`config.mk`:
```
export PLATFORM = sky130hd
export DESIGN_NAME = cpu_clock_ctrl
export DESIGN_NICKNAME = d
export VERILOG_FILES = /design/src/rtl/cpu_clk_pkg.sv /design/src/rtl/cpu_clk_divider.sv /design/src/rtl/cpu_clock_ctrl.sv
export SDC_FILE = /design/constraint.sdc
export NUM_CORES = 1
export LEC_CHECK = 0
export ABC_AREA = 1
export CORE_ASPECT_RATIO = 0.5
export CORE_MARGIN = 3
export CORE_UTILIZATION = 54
export DETAILED_ROUTE_END_ITERATION = 10
export GPL_TIMING_DRIVEN = 0
export PLACE_DENSITY = 0.77
export SYNTH_ARGS = -nofsm -noshare
export SYNTH_HDL_FRONTEND = slang
export SYNTH_HIERARCHICAL = 1
export SYNTH_SLANG_ARGS = --single-unit
```
`constraint.sdc`:
```
create_clock -name clk -period 2.3 [get_ports clk]
set_input_delay 0.46 -clock clk [delete_from_list [all_inputs] [get_ports clk]]
set_output_delay 0.46 -clock clk [all_outputs]
set_load 0.01 [all_outputs]
```
`src/rtl/cpu_clk_pkg.sv`:
```
// Shared definitions for the CPU clock-enable controller.
// Widths, state encoding and the board/simulation prescale constants.
package cpu_clk_pkg;

    localparam int unsigned CNT_W_DEF   = 32;
    localparam int unsigned BURST_W_DEF = 8;
    localparam int unsigned TICK_W_DEF  = 16;

    // Terminal value for a 1 Hz tick from a 50 MHz board clock, and a fast value for simulation
    localparam logic [CNT_W_DEF-1:0] DIV_BOARD = CNT_W_DEF'(49999999);
    localparam logic [CNT_W_DEF-1:0] DIV_SIM   = CNT_W_DEF'(1);

    typedef enum logic [1:0] {
        ST_HALT  = 2'd0,
        ST_RUN   = 2'd1,
        ST_STEP  = 2'd2,
        ST_BURST = 2'd3
    } state_e;

    // States in which the prescale divider counts
    function automatic logic divider_active(input state_e s);
        return (s == ST_RUN) || (s == ST_BURST);
    endfunction

endpackage

```
`src/rtl/cpu_clk_divider.sv`:
```
// Programmable prescale counter for the CPU clock-enable controller.
// Counts while enabled, clears on terminal or when disabled; terminal is cnt >= div.
module cpu_clk_divider
    import cpu_clk_pkg::*;
#(
    parameter int unsigned CNT_W = CNT_W_DEF
) (
    input  logic             clk,
    input  logic             reset,
    input  logic             enable_i,
    input  logic [CNT_W-1:0] div_i,
    output logic [CNT_W-1:0] cnt_o,
    output logic             term_o
);

    logic [CNT_W-1:0] cnt_q;
    logic [CNT_W-1:0] cnt_d;

    // Terminal compare is >= so a lowered div fires immediately instead of waiting for wrap
    assign term_o = (cnt_q >= div_i);
    assign cnt_o  = cnt_q;

    // Next count: clear when idle or on the terminal cycle, otherwise advance
    always_comb begin
        cnt_d = cnt_q;
        if (!enable_i) begin
            cnt_d = '0;
        end else if (term_o) begin
            cnt_d = '0;
        end else begin
            cnt_d = cnt_q + CNT_W'(1);
        end
    end

    // Counter register
    always_ff @(posedge clk or posedge reset) begin
        if (reset) begin
            cnt_q <= '0;
        end else begin
            cnt_q <= cnt_d;
        end
    end

endmodule

```
`src/rtl/cpu_clock_ctrl.sv`:
```
// Run/halt/step/burst controller producing the CPU clock-enable pulse.
// Optional burst mode is compiled in when CPU_CLK_BURST_EN is defined.
module cpu_clock_ctrl
    import cpu_clk_pkg::*;
#(
    parameter int unsigned CNT_W   = CNT_W_DEF,
    parameter int unsigned BURST_W = BURST_W_DEF,
    parameter int unsigned TICK_W  = TICK_W_DEF
) (
    input  logic               clk,
    input  logic               reset,
    input  logic [CNT_W-1:0]   div,
    input  logic               run_req,
    input  logic               halt_req,
    input  logic               step_req,
    input  logic               burst_req,
    input  logic [BURST_W-1:0] burst_len,
    output logic               cpu_en,
    output logic [1:0]         state,
    output logic [TICK_W-1:0]  tick_cnt
);

    state_e              state_q;
    state_e              state_d;
    logic [TICK_W-1:0]   tick_q;
    logic [TICK_W-1:0]   tick_d;
    logic                div_en_c;
    logic                term_c;
    logic [CNT_W-1:0]    unused_cnt;

`ifdef CPU_CLK_BURST_EN
    logic [BURST_W-1:0]  remaining_q;
    logic [BURST_W-1:0]  remaining_d;
`else
    logic                unused_burst;
    assign unused_burst = ^{burst_req, burst_len};
`endif

    // Divider runs only in the free-running and burst states
    assign div_en_c = divider_active(state_q);

    cpu_clk_divider #(
        .CNT_W (CNT_W)
    ) u_div (
        .clk      (clk),
        .reset    (reset),
        .enable_i (div_en_c),
        .div_i    (div),
        .cnt_o    (unused_cnt),
        .term_o   (term_c)
    );

    // Clock enable is a pure decode of registers so reset removes it asynchronously
    assign cpu_en   = (div_en_c && term_c) || (state_q == ST_STEP);
    assign state    = state_q;
    assign tick_cnt = tick_q;

    // Next state and burst countdown; halt_req > run_req > burst_req > step_req
    always_comb begin
        state_d = state_q;
`ifdef CPU_CLK_BURST_EN
        remaining_d = remaining_q;
`endif
        case (state_q)
            ST_HALT: begin
                if (halt_req) begin
                    state_d = ST_HALT;
                end else if (run_req) begin
                    state_d = ST_RUN;
`ifdef CPU_CLK_BURST_EN
                end else if (burst_req && (burst_len != '0)) begin
                    state_d     = ST_BURST;
                    remaining_d = burst_len;
`endif
                end else if (step_req) begin
                    state_d = ST_STEP;
                end
            end
            ST_RUN: begin
                if (halt_req) begin
                    state_d = ST_HALT;
                end
            end
            ST_STEP: begin
                state_d = ST_HALT;
            end
`ifdef CPU_CLK_BURST_EN
            ST_BURST: begin
                if (halt_req) begin
                    state_d     = ST_HALT;
                    remaining_d = '0;
                end else if (cpu_en) begin
                    remaining_d = remaining_q - BURST_W'(1);
                    if (remaining_q == BURST_W'(1)) begin
                        state_d = ST_HALT;
                    end
                end
            end
`endif
            default: begin
                state_d = ST_HALT;
            end
        endcase
    end

    // Tick counter advances on every enabled cycle and wraps
    always_comb begin
        tick_d = tick_q;
        if (cpu_en) begin
            tick_d = tick_q + TICK_W'(1);
        end
    end

    // State, tick and burst registers
    always_ff @(posedge clk or posedge reset) begin
        if (reset) begin
            state_q <= ST_HALT;
            tick_q  <= '0;
        end else begin
            state_q <= state_d;
            tick_q  <= tick_d;
        end
    end

`ifdef CPU_CLK_BURST_EN
    // Burst remaining-pulse register
    always_ff @(posedge clk or posedge reset) begin
        if (reset) begin
            remaining_q <= '0;
        end else begin
            remaining_q <= remaining_d;
        end
    end
`endif

endmodule

```
After elaboration in Yosys (flattened, before gate mapping)
Index checks and enable logic that the tools add are counted.
Widths: inputs -> output; s select.
{"block": "op_classes", "n_addsub": 2, "n_lt_le_gt_ge": 1, "eq_ne": 5, "n_mux": 7, "n_reduce_logical": 5}
{"operator": "$mux 32", "count": 2}
{"operator": "$add 32x1->32 const B", "count": 1}
{"operator": "$ge 32x32->1", "count": 1}
{"operator": "$add 16x1->16 const B", "count": 1}
{"operator": "$mux 2", "count": 4}
{"operator": "$eq 2x2->1 const B", "count": 2}
{"operator": "$ne 4x4->1 const B", "count": 1}
{"operator": "$pmux 2 s2", "count": 1}
{"operator": "$eq 2x1->1 const B", "count": 1}
{"operator": "$logic_not 2->1", "count": 1}
{"operator": "$logic_or 1x1->1", "count": 2}
{"operator": "$ne 2x2->1 const B", "count": 1}
{"operator": "$reduce_and 2->1", "count": 1}
{"operator": "$logic_and 1x1->1", "count": 1}
{"block": "word_totals", "reg_bits": 50, "in_bits": 46, "output_inout_bits": 19, "elab_cells": 23}

Longest topological paths before layout
Gate-level depths: netlist (run 1).
{"block": "logic_depth", "ltp_word": 4, "depth_mapped": 21}

Modules after synthesis
Netlist (run 1), hierarchy kept.
{"module": "cpu_clk_divider", "instances": 1, "cells_each": 419, "area_each_um2": 2860.2}
{"module": "cpu_clock_ctrl", "instances": 1, "cells_each": 124, "area_each_um2": 972.2}

Least setup slack after synthesis (run 1)
Ideal clock, no wire load.
{"block": "synth_path", "kind": "input to register", "startpoint": "in div[15]", "endpoint": "reg tick_q[11], in the netlist tick_cnt[11]", "setup_ps": 123, "t_arrival_ps": 2079, "t_required_ps": 2177, "path_slack_ps": 98, "stages": 14, "path_buffers": 1, "cell_sequence": "inv_1 > ha_1 > nand2_1 > nor4_1 > nand2_1 > nand2_1 > nand2_1 > nand2_4 > buf_6 > nand2_1 > o21ai_2 > nand3_2 > o21ai_0 > nand2_1"}
{"block": "synth_between", "elab_chain_cells": 3}
{"item": "start: declaration", "line_no": "cpu_clock_ctrl.sv:12", "source": "input logic [CNT_W-1:0] div,"}
{"item": "$ge 32x32->1", "line_no": "cpu_clk_divider.sv:20", "source": "assign term_o = (cnt_q >= div_i);"}
{"item": "via term_c", "line_no": "cpu_clock_ctrl.sv:28", "source": "logic term_c;"}
{"item": "$logic_and 1x1->1", "line_no": "cpu_clock_ctrl.sv:54", "source": "assign cpu_en = (div_en_c && term_c) || (state_q == ST_STEP);"}
{"item": "$logic_or 1x1->1", "line_no": "cpu_clock_ctrl.sv:54"}
{"item": "via cpu_en", "line_no": "cpu_clock_ctrl.sv:18", "source": "output logic cpu_en,"}
{"item": "end signal: assignment", "line_no": "cpu_clock_ctrl.sv:121", "source": "tick_q <= tick_d;"}
{"item": "end: declaration", "line_no": "cpu_clock_ctrl.sv:25", "source": "logic [TICK_W-1:0] tick_q;"}
The timed path passes the listed nets, and every way through them passes these cells.
A chain may end at the register's enable or synchronous reset.

Worst setup path in the final report (run 1)
{"block": "layout_path", "startpoint": "reg u_div.cnt_q[18], in the netlist u_div/cnt_o[18]", "endpoint": "out cpu_en"}
{"block": "layout_between", "elab_chain_cells": 3}
{"item": "start: declaration", "line_no": "cpu_clk_divider.sv:16", "source": "logic [CNT_W-1:0] cnt_q;"}
{"item": "start signal: assignment", "line_no": "cpu_clk_divider.sv:40", "source": "cnt_q <= cnt_d;"}
{"item": "$ge 32x32->1", "line_no": "cpu_clk_divider.sv:20"}
{"item": "via term_c", "line_no": "cpu_clock_ctrl.sv:28"}
{"item": "$logic_and 1x1->1", "line_no": "cpu_clock_ctrl.sv:54"}
{"item": "$logic_or 1x1->1", "line_no": "cpu_clock_ctrl.sv:54"}
{"item": "end: declaration", "line_no": "cpu_clock_ctrl.sv:18"}
The timed path passes the listed nets, and every way through them passes these cells.

==> out/results.md, run 1 <==
| Item | Value |
|---|---|
| GRT Overall Usage | 25.5% |
| Cell chosen for the clock root | sky130_fd_sc_hd__clkbuf_16 |
| WL final | 10200 µm |
| Number of max-slew violations in the final report | 0 |
| Routed WL per cell | 14.3 µm |
| Critical setup path kind | reg -> out |
| Mapped cell area | 3830 µm² |
| Dominant cells by area after synthesis | sky130_fd_sc_hd__dfrtp_1 (33%), sky130_fd_sc_hd__nand2_1 (12%), sky130_fd_sc_hd__ha_1 (11%) |
| Portion of total power attributed to the clock network | 39.6% |
| Final net count | 698 |
| Power after layout | 2.21 mW |
| Slew at the pin closest to its max-slew limit | 0.665 ns |
| TritonCTS clock tree | built |
| Final Critical Period | 2.48 ns |
| Share of synthesized area occupied by flip-flops and latches | 32.6% |
| Data arrival, critical path | 2.02 ns |
| Maximum level of the CTS H-tree | 2 |
| Count of yosys warnings during synthesis | 6 |
| Remaining global-route overflow | 0 |
| ANT nets after route | 0 |
| Util after Layout | 75.1% |
| Fin Clk Skew | 0.00913 ns |
| Cell-internal power | 1.62 mW |
| Final hold violation count | 0 |
| Post-synthesis area per instance | 7.06 µm² |
| Via Count | 3781 |
| Total number of placement rows | 21 |
| Max-cap violations | 0 |
| Number of I/O port buffers | 55 |
| Layout-stage area growth over the synthesis result | 32.8% |
| Critical path required time | 1.84 ns |
| Drt via density | 5.31 |
| Core area | 6780 µm² |
| Worst-case clock buffer depth | 2 |
| Effective utilization at floorplan | 56.5% |
| Crit path max fanout | 8 |
| Area occupied by multi-input gates | 2500 µm² |
| Maximum achievable frequency | 0.403 GHz |
| Clock latency at the later pin of the worst-skew pair | 0.30 ns |
| Power Density | 435 nW/µm² |
| Status | complete, but fails checks |
| Number of register bits inferred by synthesis | 50 |
| Area share of the largest cell type after synthesis | 32.6% |
| Footprint of the flip-flops and latches | 1260 µm² |
| Share of the cycle needed by the critical path after routing | 108% |
| Crit path from | u_div/cnt_o[18] |
| Global-route wire length before repair | 16900 µm |
| Startpoint of the lowest-slack register-to-register path | u_div/cnt_o[18] |
| Hold buffer count at cts | 0 |
| Remaining routing DRC violations | 0 |
| Seq pwr share | 44.0% |
| Syn nets | 623 |
| HPWL after DPL | 7050 µm |
| Cts bufs inserted | 5 |
| Number of antenna violations at the first check in global routing | 1 |
| Fraction of layout instances using a drive strength above 1 | 22.0% |
| Setup repair after global routing missed its margin | true |
| Max rail drop VDD | 368 µV |
| Violations in the final reports | negative setup slack |
| Die height | 65.6 µm |
| Drt first-iter violations | 414 |
| Number of different library cells in the post-synthesis netlist | 33 |
| Setup violations, final | 8 |
| Sort of element at the start of the critical path | register |
| Final weighted congestion of routability-driven global placement | 0.956 |
| Combinational power share | 16.4% |
| Cell type contributing the most total cell area after synthesis | sky130_fd_sc_hd__dfrtp_1 |
| Num Clock Sinks | 50 |
| Filler Cells Inserted | 537 |
| Maximum number of pins on one net before global-route repair | 33 |
| Psw | 0.592 mW |
| Capturing element type of the critical path | output port |
| Vias in the first global route | 3587 |
| Instance count of the mapped netlist | 543 |
| Leak | 2.39 nW |
| Relative slew margins | 55.6% |
| Total die area | 8210 µm² |
| Clock-pin transition on the worst setup and hold timing paths | 0.07 ns |
| Net switching share of the total power | 26.7% |
| Detailed-routing iteration count for the pre-antenna-repair pass | 5 |
| Io pins | 65 |
| Horizontal die dimension | 125 µm |
| Minimum setup slack in the final design | -0.180 ns |
| Hold/Removal Path Class | in -> async |
-- worst max-delay path, stage by stage (launching register included) --
cell,delay [ns]
sky130_fd_sc_hd__dfrtp_1,0.49
sky130_fd_sc_hd__ha_1,0.34
sky130_fd_sc_hd__nand2_2,0.06
sky130_fd_sc_hd__o21ai_1,0.13
sky130_fd_sc_hd__nand2_1,0.08
sky130_fd_sc_hd__a21oi_2,0.19
sky130_fd_sc_hd__nor2_2,0.08
sky130_fd_sc_hd__nand2_4,0.09
sky130_fd_sc_hd__nand2_4,0.06
sky130_fd_sc_hd__o21ai_4,0.08
sky130_fd_sc_hd__buf_6,0.12
-- synth_stat cells (all sizes together) --
| master | n |
|---|---|
| clkbuf | 1 |
| dlygate4sd3 | 1 |
| ha | 34 |
| nor2 | 91 |
| nand2b | 1 |
| o21ai | 16 |
| or2 | 5 |
| buf | 5 |
| nand3 | 49 |
| nor3 | 9 |
| nand4 | 15 |
| xor2 | 6 |
| o211ai | 1 |
| nor4 | 1 |
| inv | 89 |
| o21a | 2 |
| nand2 | 136 |
| a21o | 4 |
| o21bai | 1 |
| a21oi | 22 |
| xnor2 | 4 |
| dfrtp | 50 |
-- repair_timing --
action,in CTS,in global routing
gates resized for setup,97,24
buffers inserted,4,9
endpoints found under the setup margin,17,15
pin swaps,69,20
-- registers in the layout (all words and copies together), names as in the netlist --
register,cells
state,2
tick_cnt,16
u_div/cnt_o,32
-- layer usage --
metal	vias up	global-route usage [%]	routed length, µm
met5	-	0	0
met4	0	6.08	158
met3	17	5.36	718
met2	148	41.7	4620
met1	1735	35.0	4660
li1	1881	-	-
-- cells in the final DEF (no fill, tap or decap), types with 3 or more instances in the layout --
master,count
sky130_fd_sc_hd__a21oi_2,6
sky130_fd_sc_hd__inv_1,69
sky130_fd_sc_hd__a21o_1,4
sky130_fd_sc_hd__clkdlybuf4s50_1,22
sky130_fd_sc_hd__xnor2_1,4
sky130_fd_sc_hd__o21ai_1,6
sky130_fd_sc_hd__nor2_2,12
sky130_fd_sc_hd__dfrtp_1,42
sky130_fd_sc_hd__nor3_2,4
sky130_fd_sc_hd__nor2_1,73
sky130_fd_sc_hd__o21ai_0,8
sky130_fd_sc_hd__dlygate4sd2_1,31
sky130_fd_sc_hd__ha_4,16
sky130_fd_sc_hd__or2_2,4
sky130_fd_sc_hd__clkbuf_16,5
sky130_fd_sc_hd__xor2_1,6
sky130_fd_sc_hd__nand2_2,18
sky130_fd_sc_hd__nand3_1,45
sky130_fd_sc_hd__nor2_4,6
sky130_fd_sc_hd__nand3_2,3
sky130_fd_sc_hd__nand2_1,114
sky130_fd_sc_hd__ha_1,16
sky130_fd_sc_hd__nor3_1,5
sky130_fd_sc_hd__a21oi_1,16
sky130_fd_sc_hd__buf_4,15
sky130_fd_sc_hd__nand2_4,4
sky130_fd_sc_hd__inv_2,19
sky130_fd_sc_hd__dfrtp_2,8
sky130_fd_sc_hd__nand4_1,14
-- cells by family after synthesis --
family,synth area share (%)
AND/OR/NAND/NOR,36.8
buffers and inverters,10.5
flip-flops,32.6
AO/OA/AOI/OAI,6.63
adder cells (fa/ha/maj),11.1
XOR/XNOR,2.29
-- power by group through the flow --
stage | Clock, mW | Combinational (mW) | Sequential (mW)
after CTS | 0.878 | 0.347 | 0.973
final | 0.877 | 0.363 | 0.974
after detailed placement | 0 | 0.331 | 0.988
after global placement | 0 | 0.326 | 0.987
after floorplan | 0 | 0.148 | 0.992
after global routing | 0.916 | 0.404 | 0.984
-- final timing paths --
| check | end | slack, ns | cells past startpoint |
|---|---|---|---|
| max | cpu_en | -0.18 | 10 |
| min in group clk | u_div/cnt_o[0] | 0.53 | 3 |
| min reg2reg | u_div/cnt_o[0] | 0.53 | 3 |
| min | u_div/cnt_o[29] | 0.41 | 2 |
| max in group asynchronous | tick_cnt[5] | 1.28 | 2 |
| max reg2reg | tick_cnt[10] | -0.12 | 16 |
-- per-stage QoR --
stage	TNS, ns	hold WS (ns)	area, µm²	cells	setup WS [ns]
floorplan	0	0.399	3830	543	0.0980
global placement	-12.70	0.533	4500	690	-1.21
detailed placement	-12.66	0.529	4500	690	-1.21
CTS	-0.695	0.523	4930	701	-0.149
global route	-2.02	0.419	5090	712	-0.245
finish	-0.687	0.410	5090	712	-0.180
-- final cells by class --
| class | instances | area share [%] |
|---|---|---|
| flip-flops and latches | 50 | 24.8 |
| inverters | 89 | 6.57 |
| repair buffers | 69 | 12.7 |
| diodes | 1 | 0.0492 |
| clock inverters | 3 | 0.959 |
| multi-input cells | 397 | 49.1 |
| well taps | 92 | 2.26 |
| clock buffers | 5 | 2.46 |
| plain buffers | 6 | 1.13 |
(Power assumes the default switching activity.)
==> run 2, diff against run 1 <==
--- a/config.mk
+++ b/config.mk
@@ -11,7 +11,7 @@
 export CORE_UTILIZATION = 54
 export DETAILED_ROUTE_END_ITERATION = 10
 export GPL_TIMING_DRIVEN = 0
-export PLACE_DENSITY = 0.77
+export PLACE_DENSITY_LB_ADDON = 0.2
 export SYNTH_ARGS = -nofsm -noshare
 export SYNTH_HDL_FRONTEND = slang
 export SYNTH_HIERARCHICAL = 1
==> run 2 against run 1 <==
Net effect:
- cell count decreased by 0.56%
- design area decreased by 0.81%
- fmax decreased by 0.42%
- critical path depth increased by 1
- via count decreased by 2.3%
- largest cell class unchanged
- the flow still finishes with violations (negative setup slack)
- register-to-register slack improved by 0.05 ns
- worst hold slack improved by 0.12 ns
==> out/results.md, run 2 (same netlist as run 1, synthesis figures left out) <==
| Item | Value |
|---|---|
| Total die area | 8210 µm² |
| Total negative slack for setup checks | -0.477 ns |
| Maximum level of the CTS H-tree | 2 |
| Global-route wire length before repair | 16400 µm |
| Number of I/O port buffers | 55 |
| Clock latency at the later pin of the worst-skew pair | 0.30 ns |
| ANT nets after route | 0 |
| Worst-case clock buffer depth | 2 |
| Via Count | 3695 |
| Count of placed standard cells including taps | 690 |
| Commonest non-fill, non-tap cell in the layout | sky130_fd_sc_hd__nand2_1 |
| TritonCTS clock tree | built |
| Drt first-iter violations | 285 |
| Clock-pin transition on the worst setup and hold timing paths | 0.07 ns |
| Setup repair after global routing missed its margin | true |
| Slew at the pin closest to its max-slew limit | 0.723 ns |
| Total number of placement rows | 21 |
| Violations in the final reports | negative setup slack |
| Maximum number of pins on one net before global-route repair | 33 |
| Footprint of the flip-flops and latches | 1260 µm² |
| Remaining global-route overflow | 0 |
| Status | complete, but fails checks |
| Power Density | 411 nW/µm² |
| Capturing element type of the critical path | output port |
| Final non-filler cell total | 708 |
| Max-cap violations | 0 |
| Horizontal die dimension | 125 µm |
| WL final | 9770 µm |
| Startpoint of the lowest-slack register-to-register path | u_div/cnt_o[30] |
| Cts bufs inserted | 5 |
| Crit path max fanout | 5 |
| Critical path required time | 1.84 ns |
| Core area | 6780 µm² |
| Data arrival, critical path | 2.03 ns |
| Sort of element at the start of the critical path | register |
| GRT Overall Usage | 24.7% |
| Hold/Removal Path Class | in -> async |
| Fraction of layout instances using a drive strength above 1 | 21.6% |
| Final net count | 694 |
| Drt via density | 5.22 |
| Util after Layout | 74.5% |
| HPWL after DPL | 6880 µm |
| Setup violations, final | 7 |
| Most frequent cells in the layout | sky130_fd_sc_hd__nand2_1 (119), sky130_fd_sc_hd__nor2_1 (72), sky130_fd_sc_hd__inv_1 (67) |
| Final hold violation count | 0 |
| Vias in the first global route | 3556 |
| Final Critical Period | 2.49 ns |
| Filler Cells Inserted | 546 |
| Die height | 65.6 µm |
| Share of the cycle needed by the critical path after routing | 108% |
| Io pins | 65 |
| Fin Clk Skew | 0.00735 ns |
| Maximum achievable frequency | 0.402 GHz |
| Effective utilization at floorplan | 56.5% |
| Remaining routing DRC violations | 0 |
| Area occupied by multi-input gates | 2530 µm² |
| Cell chosen for the clock root | sky130_fd_sc_hd__clkbuf_16 |
| Crit path from | u_div/cnt_o[12] |
| Minimum setup slack in the final design | -0.190 ns |
| Relative slew margins | 51.5% |
| Num Clock Sinks | 50 |
| Flip-flop count of the largest register, all copies and words added | 32 |
| Routed WL per cell | 13.8 µm |
| Final weighted congestion of routability-driven global placement | 0.931 |
| Max rail drop VDD | 393 µV |
| Hold buffer count at cts | 0 |
| Number of antenna violations at the first check in global routing | 1 |
| Leak | 2.35 nW |
| Critical setup path kind | reg -> out |
| Number of max-slew violations in the final report | 0 |
| Layout-stage area growth over the synthesis result | 31.7% |
| Detailed-routing iteration count for the pre-antenna-repair pass | 6 |
[run 2: changes by cell type in the layout (fill, tap and decap cells not counted), moves of 3 or more]
cell                      change
sky130_fd_sc_hd__buf_4        -4
sky130_fd_sc_hd__dfrtp_1      -3
sky130_fd_sc_hd__dfrtp_2      +3
sky130_fd_sc_hd__ha_1         -3
sky130_fd_sc_hd__ha_4         +3
sky130_fd_sc_hd__nand2_1      +5
sky130_fd_sc_hd__nand2_2      -5
[run 2: path summary, 6_finish.rpt]
kind | to | slack (ns) | cells after the start
setup / recovery | cpu_en | -0.19 | 11
hold / removal | u_div/cnt_o[0] | 0.53 | 2
setup reg to reg | tick_cnt[12] | -0.07 | 15
hold reg to reg | tick_cnt[7] | 0.54 | 1
max in group asynchronous | tick_cnt[10] | 1.26 | 2
min in group clk | tick_cnt[7] | 0.54 | 1
[run 2: metrics by stage]
step	cell area, µm²	worst slack [ns]	hold slack, ns	power [mW]
after CTS	4960	-0.146	0.538	2.07
after detailed placement	4500	-1.24	0.525	1.32
after floorplan	3830	0.0980	0.399	1.14
after global routing	5050	-0.277	0.556	2.17
after global placement	4500	-1.23	0.516	1.31
final	5050	-0.190	0.526	2.08
[run 2: where the power goes]
part           internal, mW  switching, mW
Sequential            0.917         0.0553
Clock                 0.404          0.336
Combinational         0.184          0.179
Total                  1.50          0.571
[run 2: critical path, cell delays in order (launching register included)]
cell and delay [ns]:
sky130_fd_sc_hd__dfrtp_2 0.45, sky130_fd_sc_hd__ha_1 0.31, sky130_fd_sc_hd__nand2_1 0.14, sky130_fd_sc_hd__buf_4 0.13, sky130_fd_sc_hd__nor2_1 0.04, sky130_fd_sc_hd__a21oi_1 0.17
sky130_fd_sc_hd__nand2_2 0.08, sky130_fd_sc_hd__nand2_2 0.08, sky130_fd_sc_hd__nand2_4 0.07, sky130_fd_sc_hd__nand2_4 0.07, sky130_fd_sc_hd__o21ai_4 0.06, sky130_fd_sc_hd__buf_2 0.14
[run 2: metal layers]
metal | track usage [%] | wire [µm] | vias up
met5 | 0 | 0 | -
met4 | 5.95 | 115 | 0
met3 | 7.31 | 772 | 15
met2 | 41.4 | 4490 | 133
met1 | 31.8 | 4390 | 1679
li1 | - | - | 1868
[run 2: cell type report]
class,instances,share of cell area [%]
buffer,6,1.14
clock buffer,6,2.55
timing repair buffer,65,12.0
clock inverter,2,0.273
sequential,50,25.1
antenna,1,0.0496
tap,92,2.28
multi-input combinational,397,50.0
inverter,89,6.62
[run 2: what timing repair did]
action                     CTS  global route
pin swaps                   69            10
setup buffers                8             2
resized for setup          107            13
setup endpoints to repair   17            16
